===== src/rtl/uart_tx_queue_ctrl.sv =====
// Transmit scheduler: buffers bus stores to the UART TX address in a small FIFO
// and feeds the UART one byte at a time, with a pollable 32-bit status word.
module uart_tx_queue_ctrl #(
  parameter int DEPTH        = 8,
  parameter int BUSY_TIMEOUT = 4
) (
  input  logic        clk,
  input  logic        rst,
  input  logic        wr_en,
  input  logic [7:0]  wr_data,
  input  logic        ovf_clr,
  input  logic        tx_pause,
  input  logic        uart_busy,
  output logic [7:0]  tx_data,
  output logic        tx_send,
  output logic [31:0] status_rddata,
  output logic [1:0]  state_dbg
);

  localparam int AW = $clog2(DEPTH);
  localparam int CW = AW + 1;
  localparam int TW = $clog2(BUSY_TIMEOUT + 1);
  localparam logic [TW-1:0] TO_LAST = TW'(BUSY_TIMEOUT - 1);
  localparam logic [CW-1:0] CNT_FULL = CW'(DEPTH);

  // UART handshake: tx_send is a one-cycle pulse with tx_data stable from that
  // cycle until the next pop; the UART answers by raising uart_busy for the
  // duration of the frame. If busy never rises within BUSY_TIMEOUT cycles the
  // byte is treated as sent and the scheduler moves on without retrying.
  typedef enum logic [1:0] {
    IDLE      = 2'd0,
    SEND      = 2'd1,
    WAIT_BUSY = 2'd2,
    WAIT_DONE = 2'd3
  } state_t;

  state_t          state, state_nxt;
  logic [7:0]      mem [DEPTH];
  logic [AW-1:0]   wr_ptr, rd_ptr;
  logic [CW-1:0]   count;
  logic [TW-1:0]   to_cnt;
  logic            overflow;
  logic            full, empty;
  logic            push_ok, pop;
  logic            to_clr, to_inc;

  assign full    = (count == CNT_FULL);
  assign empty   = (count == '0);
  assign push_ok = wr_en & ~full;

  always_comb begin
    state_nxt = state;
    pop       = 1'b0;
    to_clr    = 1'b0;
    to_inc    = 1'b0;
    case (state)
      IDLE: begin
        if (!empty && !uart_busy && !tx_pause) begin
          pop       = 1'b1;
          state_nxt = SEND;
        end
      end
      SEND: begin
        to_clr    = 1'b1;
        state_nxt = WAIT_BUSY;
      end
      WAIT_BUSY: begin
        if (uart_busy) begin
          state_nxt = WAIT_DONE;
        end else if (to_cnt == TO_LAST) begin
          state_nxt = IDLE;
        end else begin
          to_inc = 1'b1;
        end
      end
      WAIT_DONE: begin
        if (!uart_busy) begin
          state_nxt = IDLE;
        end
      end
      default: state_nxt = IDLE;
    endcase
  end

  always_ff @(posedge clk) begin
    if (rst) begin
      state    <= IDLE;
      wr_ptr   <= '0;
      rd_ptr   <= '0;
      count    <= '0;
      to_cnt   <= '0;
      overflow <= 1'b0;
      tx_send  <= 1'b0;
      tx_data  <= 8'h00;
    end else begin
      state   <= state_nxt;
      tx_send <= pop;
      if (push_ok) begin
        wr_ptr <= wr_ptr + AW'(1);
      end
      if (pop) begin
        rd_ptr  <= rd_ptr + AW'(1);
        tx_data <= mem[rd_ptr];
      end
      case ({push_ok, pop})
        2'b10:   count <= count + CW'(1);
        2'b01:   count <= count - CW'(1);
        default: count <= count;
      endcase
      if (to_clr) begin
        to_cnt <= '0;
      end else if (to_inc) begin
        to_cnt <= to_cnt + TW'(1);
      end
      // A dropped push in the same cycle as a clear keeps the flag set.
      if (wr_en && full) begin
        overflow <= 1'b1;
      end else if (ovf_clr) begin
        overflow <= 1'b0;
      end
    end
  end

  // Storage needs no reset: count and pointers define which entries are live.
  always_ff @(posedge clk) begin
    if (push_ok) begin
      mem[wr_ptr] <= wr_data;
    end
  end

  always_comb begin
    status_rddata         = 32'h0;
    status_rddata[0]      = full;
    status_rddata[1]      = empty;
    status_rddata[2]      = overflow;
    status_rddata[3]      = (state != IDLE) | ~empty;
    status_rddata[8 +: CW] = count;
  end

  assign state_dbg = state;

endmodule

===== config.mk =====
export PLATFORM = sky130hd
export DESIGN_NAME = uart_tx_queue_ctrl
export DESIGN_NICKNAME = d
export VERILOG_FILES = /design/src/rtl/uart_tx_queue_ctrl.sv
export SDC_FILE = /design/constraint.sdc
export NUM_CORES = 1
export LEC_CHECK = 0
export CORE_MARGIN = 2
export CORE_UTILIZATION = 45
export CTS_BUF_LIST = sky130_fd_sc_hd__clkbuf_2
export CTS_CLUSTER_DIAMETER = 120
export DETAILED_ROUTE_END_ITERATION = 12
export PLACE_DENSITY = 0.71
export SYNTH_ARGS = -nofsm -noshare
export SYNTH_HDL_FRONTEND = slang
export SYNTH_SLANG_ARGS = --single-unit

===== constraint.sdc =====
create_clock -name clk -period 3.3 [get_ports clk]
set_input_delay 0.66 -clock clk [delete_from_list [all_inputs] [get_ports clk]]
set_output_delay 0.66 -clock clk [all_outputs]
set_load 0.005 [all_outputs]

### After elaboration in Yosys (flattened, before gate mapping)

Memory sizes are Yosys's and may differ from the RTL's. A register that Yosys moved wholly into a read port is not among the register bits.
Cells that the tools add are included.
Widths: inputs -> output; s select.

| cells by class | value |
|---|---|
| equality and inequality tests | 10 |
| mux-type cells | 16 |
| add/subtract/negate cells | 5 |
| reductions and logical operators | 13 |
| bitwise operators | 4 |

Operators with widths:

| kind | count |
|---|---|
| $mux 1 | 10 |
| $add 3x1->3 const B | 3 |
| $mux 2 | 4 |
| $pmux 2 s4 | 1 |
| $pmux 4 s2 | 1 |
| $eq 2x2->1 const B | 3 |
| $reduce_bool 2->1 | 3 |
| $add 4x1->4 const B | 1 |
| $eq 2x1->1 const B | 2 |
| $eq 4x4->1 const B | 1 |
| $logic_not 4->1 | 1 |
| $ne 2x2->1 const B | 2 |
| $sub 4x1->4 const B | 1 |
| $eq 3x2->1 const B | 1 |
| $logic_and 1x1->1 | 3 |
| $logic_not 1->1 | 3 |
| $ne 3x3->1 const B | 1 |
| $reduce_and 3->1 | 1 |
| $logic_not 2->1 | 1 |
| $not 1->1 | 2 |
| $reduce_or 2->1 | 1 |
| $and 1x1->1 | 1 |
| $or 1x1->1 | 1 |

| storage, ports and cells | value |
|---|---|
| memories kept | 1 |
| output and inout bits | 43 |
| word-level logic and storage cells | 56 |
| input port bits | 14 |
| register bits after elaboration | 17 |
| memory bits (writable) | 64 |

Memories:

| name | depth | bits a word | rd ports | clocked after Yosys merged registers in | wr ports | line | RTL |
|---|---|---|---|---|---|---|---|
| mem | 8 | 8 | 1 | 1 | 1 | 38 | `logic [7:0] mem [DEPTH];` |

### Depth between registers and ports, before layout

Gate-level depths: netlist of run 1.

| depth | value |
|---|---|
| word-level depth | 8 |
| gate-level depth with buffers | 12 |
| depth with buffers taken out | 10 |

### Worst setup path before layout of run 1

No wires, ideal clock.

| timing | value |
|---|---|
| kind | input-to-reg |
| start point | in tx_pause |
| end point | reg count[3] |
| required time | 3179 ps |
| arrival | 2554 ps |
| stages | 8 |
| path buffers | 1 |
| setup slack | 625 ps |
| setup time | 121 ps |
| cell sequence | nor4_4 > nand2_4 > inv_2 > buf_12 > ha_1 > or3_1 > o32ai_1 > mux2_2 |

| on the way | value |
|---|---|
| longest elaborated chain between the ends | 6 |
| elaborated cells between the ends (all ways) | 8 |
| those cells by class | 2 x eq/ne; 3 x mux; 3 x reduce/logical |

RTL lines:

| item | line | RTL |
|---|---|---|
| from (decl) | 12 | `input logic tx_pause,` |
| $logic_not 1->1 (*) | 58 | `if (!empty && !uart_busy && !tx_pause) begin` |
| $logic_and 1x1->1 (*) | 58 |  |
| $mux 1 (*) | 58 |  |
| $mux 1 (*) | 56 | `case (state)` |
| via pop | 44 | `logic push_ok, pop;` |
| $eq 2x1->1 / $eq 2x2->1 (equally long branches) | 105 | `case ({push_ok, pop})` |
| $pmux 4 s2 / $reduce_bool 2->1 (equally long branches) | - |  |
| to (signal assigned) | 106 | `2'b10: count <= count + CW'(1);` |
| to (signal assigned) | 107 | `2'b01: count <= count - CW'(1);` |
| to (signal assigned) | 108 | `default: count <= count;` |
| to (decl) | 40 | `logic [CW-1:0] count;` |

Mark *: on every way through the listed nets, which the timed path passes. The rest lies on a longest branch.
A chain may end at the register's enable or synchronous reset.

### Worst setup path in the final report of run 1

| timing | value |
|---|---|
| start point | reg count[0] |
| end point | out status_rddata[3] |

| on the way | value |
|---|---|
| longest elaborated chain between the ends | 3 |

RTL lines:

| item | line | RTL |
|---|---|---|
| $logic_not 4->1 | 48 | `assign empty = (count == '0);` |
| $not 1->1 | 136 | `status_rddata[3] = (state != IDLE) \| ~empty;` |
| $or 1x1->1 | 136 |  |
| to (decl) | 16 | `output logic [31:0] status_rddata,` |

No other way between the ends.

==> results.md, run 1 <==
* DRT antenna net count at 0
* Die Ht at about 96 µm
* Fill cell count at 690
* RSZ-0062 raised after global routing: no
* Final Net Count at 315
* Worst Setup End Kind: primary output
* Dominant synthesized flop cell: edfxtp_1
* Fin. max-slew vios at 0
* Post-synthesis sequential area ratio at 0.629
* Sw frac at 0.291
* Yosys cell types at 43
* WHS at around 0.51 ns
* CTS root buf: clkbuf_2
* Vias in the first global route at 1900
* Asr flop ratio synth at 0
* Required time of the worst setup path at between 2 and 3 ns
* Setup WS pre-CTS at roughly 0.40 ns
* Detailed placement HPWL at between 4 and 5 mm
* Hold_buf cts at 0
* Share of cells above drive strength 1 at 0.237
* CTS tree: done
* Worst Setup Slack, final at about 0.28 ns
* Flop pwr share at 0.563
* Most frequent cells in the layout: 64 x edfxtp_1, 32 x clkdlybuf4s50_1, 25 x dfxtp_1
* Highest Clock Rate at ~0.33 GHz
* CP Buf/Inv Count at 1
* CP Max Fanout at 7
* Largest net degree at the start of global routing at 19
* Initial antenna violation count at 0
* Slew @ Worst Pin at between 0.8 and 0.9 ns
* Sw power at about 700 µW
* Mapped Area at around 0.0038 mm²
* Clk Latency, worst-skew pair at approximately 0.52 ns
* Input/output buffers at 32
* Core region area at approximately 0.0083 mm²
* IO Pins at 57
* EDFF count, synth at 64
* Crit path DAT at ~2.4 ns
* Starting density of the core at 0.466
* Drt via density at 5.06
* Synth warnings at 0
* CTS H-tree lvls at 3
* Clock group share of total power at 0.193
* DR WL/cell at about 16 µm
* Routability cong. at 0.713
* WL final at around 6.4 mm
* PD cells at 558 mW/mm²
* Post-Syn Area per Cell at 15.3 µm²
* Final Critical Period at approximately 3 ns
* Final worst-path cycle share at 0.916
* Fin Clk Skew at around 0.010 ns
* Static Leakage at between 0.001 and 0.0015 µW
* Combinational power share at 0.245
* Worst vdd ir at around 210 µV
* TritonRoute pass-1 iters at 4
* Clk slew on worst S/H paths at 0.23 ns
* Area after DPL at between 0.004 and 0.005 mm²
* Final Util at 0.519
* Total negative slack at 0 ns
* # clock sinks at 89
* Iter 0 DRT Violations at around 210
* Slowest cell on the critical path: or4_4
* Clock Tree Buf Depth at 2
* Design Area, Final at about 0.0043 mm²
* Int Power at 1690 µW
* Final setup fails at 0
* Layout Area Growth over Synthesis at 11.4%
* Max cap viols at 0
* Clock buffer count from CTS at 9
* Die extent in x at between 90 and 100 µm
* Die area at between 0.009 and 0.01 mm²
* Nature of the critical path startpoint: register
* First-pass GRT wire length at ~10 mm
* Largest stage delay on the critical path at roughly 0.63 ns
* Worst Hold Class: reg -> reg
* Post-Syn Instances at ~250
* Post-CTS sizing at 0
* Status: completed
* Delay-heaviest family, CP: simple AND/OR/NAND/NOR gates
* Drc violations at 0
* Post-CTS setup buffers at 0
* Worst slew margin at 0.435
* Via count at roughly 2000
* CP Cell Sequence: or4_4 -> or3_1 -> clkdlybuf4s50_1
* Row Count at 33
* Tot GR Track Use at 0.152
* Register bit total from synthesis at between 80 and 90
* ANT cells at 0
* Critical path class: reg -> out
* GRT overflow at 0
* Hold Fails Final Rpt at 0
* Commonest non-fill, non-tap cell in the layout: edfxtp_1
## worst paths after layout
path	startpoint	end	slack (ns)	cells past startpoint
setup / recovery	count[0]	status_rddata[3]	0.28	3
hold / removal	to_cnt[2]	to_cnt[2]	0.51	2
setup reg to reg	count[0]	count[3]	0.73	6
hold reg to reg	to_cnt[2]	to_cnt[2]	0.51	2
## metrics by stage
step           instances  total power, µW
5_1_grt              404             2520
3_3_place_gp         388             1950
6_report             404             2390
2_1_floorplan        275             1800
3_5_place_dp         388             1960
4_1_cts              404             2420
## area by class of cell
| type | count | area (µm²) | area share |
|---|---|---|---|
| clock buffers | 11 | 55.1 | 0.0128 |
| inverters | 5 | 18.8 | 0.00438 |
| well taps | 105 | 131 | 0.0306 |
| repair buffers | 44 | 410 | 0.0957 |
| flip-flops and latches | 89 | 2420 | 0.565 |
| clock inverters | 5 | 31.3 | 0.00730 |
| multi-input cells | 145 | 1220 | 0.284 |
## layer usage
layer / track usage / vias to the layer above / share of wire
met5: 0 / - / 0
met4: 0.0704 / 0 / 0.016
li1: - / 970 / -
met2: 0.237 / 71 / 0.48
met3: 0.0388 / 8 / 0.059
met1: 0.201 / 996 / 0.44
## flip-flops by register name, indices dropped and copies added (netlist names)
| name | flops |
|---|---|
| tx_send | 1 |
| count | 4 |
| to_cnt | 3 |
| rd_ptr | 3 |
| overflow | 1 |
| mem | 64 |
| state_dbg | 2 |
| tx_data | 8 |
| wr_ptr | 3 |
## power groups by stage
stage / logic (µW) / registers [µW] / clock network (µW)
after CTS: 594 / 1350 / 475
after floorplan: 438 / 1360 / 0
after detailed placement: 593 / 1370 / 0
after global routing: 647 / 1360 / 518
after global placement: 581 / 1370 / 0
final: 585 / 1350 / 461
## cells in the mapped netlist (4+ instances only)
library cell  count  area [µm²]
mux4_2           16         360
xor2_1            5        43.8
nor3_2            8        80.1
nor2_1           16        60.1
nor2_2            7        43.8
nand3_1           4        20.0
nor3_1            4        20.0
nand2b_1          4        25.0
nand2_1           4        15.0
inv_1             4        15.0
a21oi_1           7        35.0
edfxtp_1         64        1920
nor2b_1           5        31.3
buf_4            28         210
o22ai_1           8        50.1
ha_1              7        87.6
dfxtp_1          25         500
## cell families after synthesis
group	after synthesis	synth area share
other	1	0.000974
adders and majority gates	7	0.0228
AOI/OAI and AO/OA	21	0.0328
DFF	89	0.629
and+or+nand+nor	66	0.118
xor gates and xnor gates	8	0.0182
muxes	19	0.102
buffers and inverters	41	0.0764
## worst register-to-register path: cells and delay by family, from the launching register on
family,cells,cell delay (ns)
adder cells (fa/ha/maj),1,0.32
multiplexers,1,0.36
flip-flops,1,0.43
AO/OA/AOI/OAI,1,0.14
AND/OR/NAND/NOR,3,1.25
Power figures use the tool's default switching activity.
==> inputs of run 2 (changes only) <==
Settings changed: PLACE_DENSITY 0.71 to 0.74.
Clock period 3.3 ns to 2.7 ns, I/O delays scaled along.
==> run 2 against run 1 <==
Against the previous run: sequential cell count unchanged; non-clock buffer count up 10; final cell count up 2.5%; final area up 3.6%; critical endpoint unchanged; largest power group unchanged; highest routed layer unchanged.
==> results.md, run 2 (same netlist as run 1, synthesis figures left out) <==
* Static Leakage at between 0.0015 and 0.002 µW
* Routability cong. at a little over 0.7
* CTS H-tree lvls at 3
* TritonRoute pass-1 iters at 4
* R2r startpoint: count[0]
* CP Max Fanout at 3
* Fin Clk Skew at between 0.02 and 0.025 ns
* RSZ-0062 raised after global routing: no
* DR WL/cell at 16.0 µm
* Die extent in x at about 96 µm
* ANT cells at 0
* R2R Setup Slk at approximately 0.21 ns
* R2R cell count at 11
* WHS Endpoint: to_cnt[2]
* Share of cells above drive strength 1 at 0.291
* Largest regs: mem x64, tx_data x8, count x4
* Largest net degree at the start of global routing at 19
* Slowest cell on the critical path: or4_4
* Starting density of the core at 0.466
* Total chip power at around 3200 µW
* Clock buffer count from CTS at 9
* Final setup fails at 0
* Met1 Usage GRT at 0.199
* WHS Path Cells at 2
* Hold_buf cts at 0
* DRT antenna net count at 0
* Final Critical Period at 2.56 ns
* Largest stage delay on the critical path at around 0.55 ns
* CP Cell Sequence: or4_4 -> or3_1 -> clkdlybuf4s15_1
* Layout Area Growth over Synthesis at 15.5%
* Nature of the critical path startpoint: register
* Fin. max-slew vios at 0
* Clk Latency, worst-skew pair at 0.53 ns
* Iter 0 DRT Violations at 146
* Die Ht at slightly below 100 µm
* WL final at 6.60 mm
* Drc violations at 0
* Core region area at roughly 0.0083 mm²
* Most frequent cells in the layout: 64 x edfxtp_1, 29 x clkdlybuf4s50_1, 24 x conb_1
* # clock sinks at 89
* Die area at slightly above 0.009 mm²
* Vias in the first global route at roughly 2100
* Reg with most FFs: mem
* Max reg flops at 64
* Clock Tree Buf Depth at 2
* Slew @ Worst Pin at between 0.5 and 0.6 ns
* Via count at between 2000 and 2500
* First-pass GRT wire length at ~11 mm
* Grt met3 use at 0.0450
* GR met2 Demand/Resource at 0.265
* Detailed placement HPWL at about 4.3 mm
* Critical path class: reg -> out
* Required time of the worst setup path at around 2.2 ns
* Final worst-path cycle share at 0.947
* Fill cell count at 680
* CTS root buf: clkbuf_2
* Placed insts at approximately 390
* PD cells at between 700 and 800 mW/mm²
* Commonest non-fill, non-tap cell in the layout: edfxtp_1
* Finished Layout Cells at 414
* Busiest grt layer: met2
* Worst Hold Class: reg -> reg
* Highest Clock Rate at between 0.3 and 0.4 GHz
* Tot GR Track Use at 0.159
* Input/output buffers at 32
* Worst vdd ir at about 370 µV
* Drt via density at between 5 and 6
* Hold wc startpoint: to_cnt[2]
* Initial antenna violation count at 0
* Worst slew margin at 0.662
* IO Pins at 57
* CTS tree: done
* Status: completed
* GRT overflow at 0
* Crit path DAT at between 2 and 2.5 ns
* Final Net Count at ~330
* Row Count at 33
* Total negative slack at 0 ns
* Hold Fails Final Rpt at 0
* Clk slew on worst S/H paths at 0.24 ns
* Capturing point of the worst reg2reg path: count[2]
* Worst Setup End Kind: primary output
* Max cap viols at 0
-- run 2: changes by cell type in the layout (fill, tap and decap cells not counted), moves of 2 or more --
| cell | change |
|---|---|
| buf_4 | +9 |
| clkdlybuf4s50_1 | -3 |
| dfxtp_1 | -3 |
| a21oi_1 | -2 |
| a21oi_2 | +2 |
| bufinv_16 | +2 |
| clkbuf_2 | -2 |
| dfxtp_4 | +2 |
| ha_1 | -2 |
| ha_2 | +2 |
-- run 2: layer usage --
metal | wire (µm) | part of all wire | up-vias
met2 | 3310 | 0.50 | 67
met1 | 2890 | 0.44 | 1046
met3 | 312 | 0.047 | 11
li1 | - | - | 993
met5 | 0 | 0 | -
met4 | 94 | 0.014 | 0
-- run 2: power by group --
group	internal [µW]	total, µW	switching [µW]	leakage, µW
Clock	309	753	444	0.0000864
Combinational	425	796	371	0.000704
Sequential	1570	1640	66.5	0.000786
-- run 2: metrics by stage --
| stage | worst slack [ns] | hold WS, ns | cell area, µm² | utilization |
|---|---|---|---|---|
| 6_report | 0.143 | 0.516 | 4440 | 0.538 |
| 5_1_grt | 0.0269 | 0.540 | 4440 | 0.538 |
| 4_1_cts | 0.0104 | 0.525 | 4430 | 0.536 |
| 3_5_place_dp | 0.00240 | 0.493 | 4250 | 0.514 |
| 3_3_place_gp | 0.0556 | 0.482 | 4250 | 0.514 |
| 2_1_floorplan | 0.123 | 0.465 | 3940 | - |
-- run 2: how the worst max path moves through the flow --
stage	start	end	slack (ns)	cells after the start
finish	count[0]	status_rddata[3]	0.14	3
global route	count[0]	status_rddata[3]	0.03	3
CTS	count[2]	status_rddata[0]	0.01	3
detailed placement	tx_pause	count[3]	0.002	8
global placement	tx_pause	count[3]	0.06	8
floorplan	count[0]	count[3]	0.12	9
-- run 2: final cells by class --
class / instances / area, µm² / area share
Multi-Input combinational cell: 145 / 1230 / 0.278
Tap cell: 105 / 131 / 0.0296
Timing Repair Buffer: 54 / 490 / 0.110
Clock buffer: 9 / 45.0 / 0.0101
Clock inverter: 7 / 92.6 / 0.0208
Inverter: 5 / 18.8 / 0.00422
Sequential cell: 89 / 2430 / 0.547
-- run 2: what timing repair did --
| action | CTS | global route |
|---|---|---|
| pin swaps | 1 | 6 |
| setup endpoints to repair | 3 | 3 |
| hold endpoints to repair | 0 | 0 |
| cloned | 0 | 0 |
| resized for setup | 8 | 8 |
| buffers inserted | 4 | 1 |
-- run 2: critical path: cells and delay by family (launching register included) --
family / cells / cell delay (ns)
and+or+nand+nor: 2 / 0.87
DFF: 1 / 0.41
buffers and inverters: 1 / 0.21
